--- config.mk ---
export PLATFORM = sky130hd
export DESIGN_NAME = bitwise_logic_unit_seq
export DESIGN_NICKNAME = d
export VERILOG_FILES = /design/src/rtl/bitwise_logic_unit_seq.sv
export SDC_FILE = /design/constraint.sdc
export NUM_CORES = 1
export LEC_CHECK = 0
export BUFFER_PORTS_ARGS = -buffer_cell sky130_fd_sc_hd__buf_2
export CORE_ASPECT_RATIO = 1.2
export CORE_MARGIN = 1.5
export CORE_UTILIZATION = 42
export CTS_CLUSTER_DIAMETER = 60
export DETAILED_ROUTE_END_ITERATION = 8
export GPL_ROUTABILITY_DRIVEN = 0
export RECOVER_POWER = 25
export SYNTH_ARGS = -nofsm -noshare
export SYNTH_HDL_FRONTEND = slang
export SYNTH_SLANG_ARGS = --single-unit
--- constraint.sdc ---
create_clock -name clk -period 1.8 [get_ports clk]
set_input_delay 0.36 -clock clk [delete_from_list [all_inputs] [get_ports clk]]
set_output_delay 0.36 -clock clk [all_outputs]
set_load 0.01 [all_outputs]
--- src/rtl/bitwise_logic_unit_seq.sv ---
// bitwise_logic_unit_seq: applies AND/OR/XOR/NAND to two WIDTH-bit operands,
// producing CHUNK result bits per clock, LSB chunk first.
// Optional feature: define LOGIC_UNIT_ZERO_FLAG_EN to add the registered
// 'zero' output (result == 0). WIDTH must be an integer multiple of CHUNK.
module bitwise_logic_unit_seq #(
  parameter int WIDTH = 8,
  parameter int CHUNK = 2
) (
  input  logic             clk,
  input  logic             rst,
  input  logic             start,
  input  logic [1:0]       op,
  input  logic [WIDTH-1:0] a,
  input  logic [WIDTH-1:0] b,
  output logic             busy,
  output logic             done,
  output logic [WIDTH-1:0] result
`ifdef LOGIC_UNIT_ZERO_FLAG_EN
  ,
  output logic             zero
`endif
);

  localparam int NCHUNK = WIDTH / CHUNK;
  // Index counter is at least one bit so the single-chunk case still builds.
  localparam int IDX_W = (NCHUNK > 1) ? $clog2(NCHUNK) : 1;
  localparam logic [IDX_W-1:0] LAST_IDX = IDX_W'(NCHUNK - 1);

  typedef enum logic [1:0] {
    IDLE = 2'b00,
    RUN  = 2'b01,
    DONE = 2'b10
  } state_t;

  state_t           state;
  logic [WIDTH-1:0] a_reg;
  logic [WIDTH-1:0] b_reg;
  logic [1:0]       op_reg;
  logic [IDX_W-1:0] idx;
  logic [WIDTH-1:0] full_val;
  logic [WIDTH-1:0] result_upd;

  // Full-width operation on the captured operands; only the current chunk is used.
  always_comb begin
    full_val = '0;
    case (op_reg)
      2'b00:   full_val = a_reg & b_reg;
      2'b01:   full_val = a_reg | b_reg;
      2'b10:   full_val = a_reg ^ b_reg;
      default: full_val = ~(a_reg & b_reg);
    endcase
  end

  // Result with the chunk selected by idx replaced; every other chunk kept.
  generate
    for (genvar gi = 0; gi < NCHUNK; gi++) begin : g_chunk
      assign result_upd[gi*CHUNK +: CHUNK] = (idx == IDX_W'(gi))
                                           ? full_val[gi*CHUNK +: CHUNK]
                                           : result[gi*CHUNK +: CHUNK];
    end
  endgenerate

  // Control FSM with registered outputs; reset wins over start.
  always_ff @(posedge clk) begin
    if (rst) begin
      state  <= IDLE;
      busy   <= 1'b0;
      done   <= 1'b0;
      result <= '0;
      idx    <= '0;
      a_reg  <= '0;
      b_reg  <= '0;
      op_reg <= 2'b00;
`ifdef LOGIC_UNIT_ZERO_FLAG_EN
      zero   <= 1'b1;
`endif
    end else begin
      case (state)
        IDLE, DONE: begin
          if (start) begin
            // Capture operands so later input changes cannot disturb the run.
            a_reg  <= a;
            b_reg  <= b;
            op_reg <= op;
            result <= '0;
            idx    <= '0;
            state  <= RUN;
            busy   <= 1'b1;
            done   <= 1'b0;
`ifdef LOGIC_UNIT_ZERO_FLAG_EN
            zero   <= 1'b1;
`endif
          end else begin
            state <= IDLE;
            busy  <= 1'b0;
            done  <= 1'b0;
          end
        end
        RUN: begin
          result <= result_upd;
`ifdef LOGIC_UNIT_ZERO_FLAG_EN
          zero   <= (result_upd == '0);
`endif
          if (idx == LAST_IDX) begin
            // Last chunk written: idx is left as-is so it never wraps.
            state <= DONE;
            busy  <= 1'b0;
            done  <= 1'b1;
          end else begin
            idx <= idx + 1'b1;
          end
        end
        default: begin
          state <= IDLE;
          busy  <= 1'b0;
          done  <= 1'b0;
        end
      endcase
    end
  end

endmodule

After elaboration in Yosys (flattened, before gate mapping)
Index checks and enable logic that the tools add are counted.
{"block": "totals", "register_bits": 32, "in_bits": 21, "output_inout_bits": 10, "wordCells": 58}
{"block": "op_classes", "add_sub_neg": 1, "n_eq_ne": 13, "muxes": 16, "bitwise": 5, "n_reduce_logical": 12}
{"operator": "8-bit one-hot mux with 3 select lines", "count": 1}
{"operator": "8-bit one-hot mux with 2 select lines", "count": 1}
{"operator": "3-bit AND reduction", "count": 5}
{"operator": "2-bit 2-to-1 mux", "count": 7}
{"operator": "2-bit inequality test (second input constant)", "count": 6}
{"operator": "8-bit AND", "count": 1}
{"operator": "2-bit equality test (second input constant)", "count": 4}
{"operator": "8-bit 2-to-1 mux", "count": 1}
{"operator": "8-bit inverter", "count": 1}
{"operator": "8-bit OR", "count": 1}
{"operator": "2-bit one-hot mux with 2 select lines", "count": 2}
{"operator": "8-bit XOR", "count": 1}
{"operator": "2-bit by 1-bit equality test with 1-bit output (second input constant)", "count": 3}
{"operator": "2-bit logical NOT", "count": 3}
{"operator": "2-bit OR reduction", "count": 2}
{"operator": "1-bit 2-to-1 mux", "count": 3}
{"operator": "2-bit by 1-bit adder with 2-bit output (second input constant)", "count": 1}
{"operator": "1-bit one-hot mux with 2 select lines", "count": 1}
{"operator": "2-bit AND reduction", "count": 1}
{"operator": "2-bit nonzero test", "count": 1}
{"operator": "1-bit inverter", "count": 1}

Depth between registers and ports, before layout
Gate-level depths: netlist of the first run.
{"block": "depth", "depth_word": 5, "mapped_depth": 5, "ltp_nobuf": 5}

Worst setup path after synthesis of the first run
OpenSTA, ideal clock, no wires.
{"block": "synth_path", "kind": "register to register", "start": "reg a_reg[4]", "end": "reg result[4]", "setup_ns": 0.125, "t_arrival_ns": 1.094, "required_time_ns": 1.675, "setup_slack_ns": 0.581, "stages_incl_launch_ff": 6, "path_buffers": 0, "period_less_slack_ns": 1.219, "cell_sequence": "dfxtp_1 -> inv_1 -> ha_1 -> or2_1 -> a21boi_0 -> o41ai_2"}
{"block": "synth_via", "elab_chain_len": 5, "elab_cells_between_ends": 7, "classes_between": "3 x mux; 4 x bitwise"}
{"element": "from (decl)", "line": "36", "rtl": "logic [WIDTH-1:0] a_reg;"}
{"element": "from (signal assigned)", "line": "71", "rtl": "a_reg <= '0;"}
{"element": "from (signal assigned)", "line": "82", "rtl": "a_reg <= a;"}
{"element": "8-bit AND", "line": "47, 50"}
{"element": "8-bit inverter", "line": "50", "rtl": "default: full_val = ~(a_reg & b_reg);"}
{"element": "8-bit one-hot mux with 3 select lines *", "line": "46", "rtl": "case (op_reg)"}
{"element": "2-bit 2-to-1 mux *", "line": "58", "rtl": "? full_val[gi*CHUNK +: CHUNK]"}
{"element": "8-bit one-hot mux with 2 select lines *", "line": "78", "rtl": "case (state)"}
{"element": "to (signal assigned)", "line": "100", "rtl": "result <= result_upd;"}
{"element": "to (decl)", "line": "17", "rtl": "output logic [WIDTH-1:0] result"}
Mark *: on every way between the ends. The rest lies on a longest branch, timed or not. The select of a mux whose other input is x is not followed.
A chain may end at the register's enable or synchronous reset.

Final worst setup path of the first run
Ends and elaborated chain as after synthesis.

==> impl_metrics.py, run 1 <==
metrics = {
    "status": {
        "status": "finished, final reports clean",
    },
    "worst_setup_path": {
        "rr_endpoint": "result[4]$_SDFFE_PP0P_",
        "worst_setup_path_start_kind": "flop",
        "regToRegSetupSlack_ps": 460,
        "arrival_ps": 1480,
        "worstReg2RegStart": "a_reg[4]$_SDFFE_PP0P_",
        "critPathMaxFanout": 3,
        "rr_worst_depth": 5,
        "worstSetupEndpointType": "flop",
        "critical_path.endpoint": "result[4]$_SDFFE_PP0P_",
        "cp.required_ps": 1950,
        "crit_type": "reg2reg",
        "crit_start": "a_reg[4]$_SDFFE_PP0P_",
    },
    "synthesis": {
        "syn_avg_cell_area_um2": 8.31,
        "seq_area_frac_synth_pct": 34.7,
        "ys_warn_count": 0,
        "yosys_register_bits": 32,
        "synth_top_area_share_pct": 34.7,
        "yosysTopAreaCell": "dfxtp_1",
        "syn_nets": 263,
        "synth_area_um2": 1850,
        "netlist_instances": 222,
        "synth_area_leaders": "dfxtp_1 (35%), ha_1 (14%), nand2_1 (8.9%), a21oi_1 (6.0%), o41ai_2 (5.3%)",
        "yosysUniqueCellTypes": 30,
    },
    "placed_design": {
        "io_buffers": 30,
        "placed_cells": 301,
        "pre_cts_slack_ps": 425,
        "hpwl_um": 2520,
    },
    "die": {
        "die_y_um": 75.6,
        "start_util_pct": 43.6,
        "fp.dieW_um": 63.5,
        "core_um2": 4230,
        "rows": 26,
        "dieArea_um2": 4800,
        "io_pins": 31,
    },
    "timing": {
        "finalSetupTns_ps": 0,
        "final-setup-viol-count": 0,
        "skew_ps": 4.10,
        "tightest_slew_ps": 538,
        "min_period_ps": 1340,
        "fmax_mhz": 749,
        "slew_violations": 0,
        "finalWorstSetupSlack_ps": 464,
        "max_slew_margin_pct": 64.1,
        "rsz0062_at_grt": "no",
        "min_period_over_period_pct": 74.2,
        "hold_viol": 0,
    },
    "clock_tree": {
        "clk_latency_ps": 280,
        "cts_htree_levels": 2,
        "cts_tree": "built",
        "cts.clk_slew.worst_paths_ps": 70,
        "cts_hold_buf": 0,
        "cts_resized": 0,
        "clock-sinks": 32,
        "cts_buffers": 5,
        "clock_tree.root_cell": "clkbuf_8",
        "postCtsSetupBuffers": 0,
        "cts_buffer_depth": 2,
    },
    "routing": {
        "drt_wl_total_um": 3440,
        "drt_iter0_markers": 61,
        "wl_per_cell_um": 11.1,
        "vias_per_cell": 4.67,
        "drtAntennaViolNets": 0,
        "vias": 1444,
        "route.detailed.drc": 0,
        "firstDrtPassIters": 4,
    },
    "power_and_ir_drop": {
        "leakagePower_uw": 0.000937,
        "clkPwrFrac_pct": 36.4,
        "peakVddDrop_mv": 0.432,
        "power_frac_seq_pct": 49.4,
        "power_density_nw_per_um2": 737,
        "p_int_uw": 1150,
        "total_power_uw": 1560,
        "swShare_pct": 26.8,
        "p_comb_share_pct": 14.2,
        "p_sw_uw": 419,
    },
    "layout": {
        "nets": 293,
        "final_cells": 309,
        "finalCoreUtilization_pct": 50.1,
        "nFillCells": 446,
        "syn_to_final_growth_pct": 14.9,
        "antenna_cells": 0,
        "drive_gt1_share_pct": 17.0,
    },
    "global_route": {
        "grt_max_degree": 30,
        "grt_first_pass_wirelength_um": 5910,
        "antenna_found_initial": 0,
        "grt_use_total_pct": 15.8,
        "grt_overflow": 0,
        "grt_pass1_vias": 1302,
    },
    "worst_hold_path": {
        "holdCritPathClass": "in2reg",
    },
    "run": {
        "drv_cap": 0,
    },
}
## power groups by stage
stage	Combinational (uW)	Sequential, uW	Clock (uW)
floorplan	171	779	0
global placement	224	787	0
detailed placement	226	789	0
CTS	227	772	595
global route	261	778	614
finish	222	772	570
## cells in the mapped netlist, drive strengths merged
cell    instances
o21ai           2
or3b            1
nand2          44
nand3           2
nor3b           1
dfxtp          32
nor4b           1
nor2            5
nand2b          1
nor3            6
o41ai           6
and2            2
nand3b          4
ha             20
nor2b          15
a21oi          22
inv            20
buf            10
a31o            2
a211o           2
a21boi          6
or2             6
and4b           2
clkbuf          4
nand4b          6
## cells by family after synthesis
family                   count (synthesis)  share of synthesized area, %
AND/OR/NAND/NOR                         96                          27.2
AO/OA/AOI/OAI                           40                          16.1
buffers and inverters                   34                          8.41
flip-flops                              32                          34.7
adder cells (fa/ha/maj)                 20                          13.6
## cells in the final DEF, fill, tap and decap left out, types with 2 or more instances in the layout
master    count
a211o_1       2
a21boi_1      5
a21oi_1      22
a31o_1        2
and2_1        2
and4b_1       2
buf_2        22
buf_4         7
clkbuf_1      8
clkbuf_8      6
clkinv_2      2
dfxtp_1      32
ha_1         20
inv_1        20
nand2_1      44
nand3_1       2
nand3b_1      4
nand4b_1      6
nor2_1        5
nor2b_1      15
nor3_1        6
o41ai_2       6
or2_1         5
## critical path, cell delays in order, from the launching register on
cell	delay [ps]
dfxtp_1	360
inv_1	60
ha_1	270
or2_1	200
a21boi_0	240
o41ai_2	80
## worst min path at each step
stage,startpoint,cells past startpoint,end
6_report,a[6],3,a_reg[6]$_SDFFE_PP0P_
5_1_grt,b[6],3,b_reg[6]$_SDFFE_PP0P_
3_5_place_dp,b_reg[0]$_SDFFE_PP0P_,2,b_reg[0]$_SDFFE_PP0P_
4_1_cts,a[1],3,a_reg[1]$_SDFFE_PP0P_
2_1_floorplan,b_reg[0]$_SDFFE_PP0P_,2,b_reg[0]$_SDFFE_PP0P_
3_3_place_gp,b_reg[0]$_SDFFE_PP0P_,2,b_reg[0]$_SDFFE_PP0P_
## layer usage
metal / track usage (%) / up-vias / wire length (um)
met1: 20.1 / 625 / 1770
met5: 0 / - / 0
met2: 26.0 / 20 / 1500
met4: 6.52 / 0 / 53
met3: 3.99 / 5 / 123
li1: - / 794 / -
## metrics by stage
step | hold WS, ps | instance area [um2]
after global placement | 462 | 2040
after global routing | 314 | 2120
after detailed placement | 466 | 2040
after CTS | 297 | 2130
after floorplan | 453 | 1850
final | 307 | 2120
## area by class of cell
| cell class | instances | area (um2) | area share (%) |
|---|---|---|---|
| multi-input cells | 156 | 1050 | 49.5 |
| flip-flops and latches | 32 | 641 | 30.2 |
| repair buffers | 37 | 193 | 9.09 |
| clock buffers | 6 | 82.6 | 3.89 |
| inverters | 20 | 75.1 | 3.54 |
| well taps | 56 | 70.1 | 3.30 |
| clock inverters | 2 | 10.0 | 0.472 |
Note: power is estimated with default switching activity, not from simulation.
==> run 2: changes to the inputs <==
==> constraint.sdc (replaced) <==
create_clock -name clk -period 1.2 [get_ports clk]
set_input_delay 0.24 -clock clk [delete_from_list [all_inputs] [get_ports clk]]
set_output_delay 0.24 -clock clk [all_outputs]
set_load 0.01 [all_outputs]
==> impl_metrics.py, run 2 (synthesized netlist as in run 1, its figures left out) <==
metrics = {
    "worst_setup_path": {
        "worstSetupEndpointType": "flop",
        "critPathMaxStageDelay_ps": 390,
        "slowest_stage": "or3b_4",
        "worstPathCellList": "ha_2 > or3b_4 > nand3_1 > a21oi_1",
        "cp.required_ps": 1360,
        "critPathMaxFanout": 4,
        "arrival_ps": 1380,
        "cp_num_buf_inv": 0,
        "crit_family": "simple AND/OR/NAND/NOR gates",
        "crit_type": "reg2reg",
        "worst_setup_path_start_kind": "flop",
    },
    "timing": {
        "max_slew_margin_pct": 77.7,
        "min_period_ps": 1220,
        "slew_violations": 0,
        "final-setup-viol-count": 5,
        "fmax_mhz": 820,
        "hold_viol": 0,
        "rsz0062_at_grt": "yes",
        "min_period_over_period_pct": 102,
        "skew_ps": 10.7,
        "tightest_slew_ps": 334,
        "finalWorstSetupSlack_ps": -19.3,
    },
    "layout": {
        "antenna_cells": 0,
        "nets": 310,
        "mostFrequentLayoutCells": "nand2_1 (44), buf_2 (23), a21oi_1 (22)",
        "drive_gt1_share_pct": 38.7,
        "final_common_cell": "nand2_1",
        "regArea_um2": 666,
        "nFillCells": 409,
        "syn_to_final_growth_pct": 33.6,
        "multi_input_area_um2": 1190,
    },
    "routing": {
        "route.detailed.drc": 0,
        "wl_per_cell_um": 11.2,
        "drt_wl_total_um": 3640,
        "drt_iter0_markers": 69,
        "vias": 1537,
        "vias_per_cell": 4.73,
        "firstDrtPassIters": 4,
        "drtAntennaViolNets": 0,
    },
    "clock_tree": {
        "cts_buffer_depth": 2,
        "cts_tree": "built",
        "cts_buffers": 5,
        "clk_latency_ps": 280,
        "clock-sinks": 32,
        "clock_tree.root_cell": "clkbuf_8",
        "cts_hold_buf": 0,
        "cts_htree_levels": 2,
        "cts.clk_slew.worst_paths_ps": 70,
    },
    "status": {
        "status": "complete, but fails checks",
        "violations": "negative setup slack",
    },
    "placed_design": {
        "pre_cts_slack_ps": -47.0,
        "hpwl_um": 2630,
        "io_buffers": 30,
    },
    "global_route": {
        "antenna_found_initial": 0,
        "grt_first_pass_wirelength_um": 5750,
        "grt_max_degree": 26,
        "grt_overflow": 0,
        "grt_pass1_vias": 1295,
        "grt_use_total_pct": 15.4,
    },
    "die": {
        "fp.dieW_um": 63.5,
        "io_pins": 31,
        "core_um2": 4230,
        "start_util_pct": 43.6,
        "die_y_um": 75.6,
        "dieArea_um2": 4800,
        "rows": 26,
    },
    "power_and_ir_drop": {
        "total_power_uw": 2380,
        "peakVddDrop_mv": 0.748,
        "leakagePower_uw": 0.00105,
        "power_density_nw_per_um2": 966,
    },
    "run": {
        "drv_cap": 0,
    },
    "worst_hold_path": {
        "holdCritPathClass": "in2reg",
    },
}
run 2: cell count changes in the layout (fill, tap and decap cells not counted), sizes merged:
| cell | previous run | this run |
|---|---|---|
| buf | 29 | 47 |
| clkbuf | 14 | 13 |
| clkinv | 2 | 1 |
run 2: routing by layer:
| layer | vias to the layer above | global-route usage [%] | share of wire (%) |
|---|---|---|---|
| met5 | - | 0 | 0 |
| met4 | 0 | 5.07 | 1.1 |
| met3 | 4 | 3.55 | 2.9 |
| met2 | 22 | 25.7 | 48 |
| met1 | 685 | 19.9 | 48 |
| li1 | 826 | - | - |
run 2: power by group:
group	internal, uW	switching, uW
logic	234	226
clock network	393	365
registers	1120	47.8
total	1740	639
run 2: area by class of cell:
| cell class | instances | share of cell area [%] |
|---|---|---|
| multi-input cells | 156 | 48.4 |
| repair buffers | 54 | 15.4 |
| clock inverters | 1 | 0.203 |
| well taps | 56 | 2.84 |
| inverters | 20 | 3.25 |
| flip-flops and latches | 32 | 27.0 |
| clock buffers | 6 | 2.94 |
run 2: repair_timing:
item,4_1_cts,5_1_grt
gates resized for setup,19,37
setup endpoints to repair,10,19
pin swaps,11,10
setup buffers,0,1
run 2: worst paths after layout:
kind                                             from  slack, ps               endpoint  depth (start not counted)
worst max-delay path              idx[0]$_SDFFE_PP0P_        -20    idx[0]$_SDFFE_PP0P_                          4
worst min-delay path                             b[4]        190  b_reg[4]$_SDFFE_PP0P_                          3
worst max register to register    idx[0]$_SDFFE_PP0P_        -20    idx[0]$_SDFFE_PP0P_                          4
worst min register to register  a_reg[7]$_SDFFE_PP0P_        470  a_reg[7]$_SDFFE_PP0P_                          2
run 2: metrics by stage:
step                      cell area [um2]  cells  utilization [%]  setup TNS [ps]  hold slack [ps]
after floorplan                      1850    222                -               0              376
after global placement               2210    317             52.2           -61.7              462
after detailed placement             2210    317             52.2            -255              471
after CTS                            2330    324             55.2               0              179
after global routing                 2470    325             58.3            -442              195
final                                2470    325             58.3           -28.3              185
run 2: tightest hold or removal path, stage by stage:
cell     delay [ps]
buf_2            90
nand2_1          40
a21oi_1          50
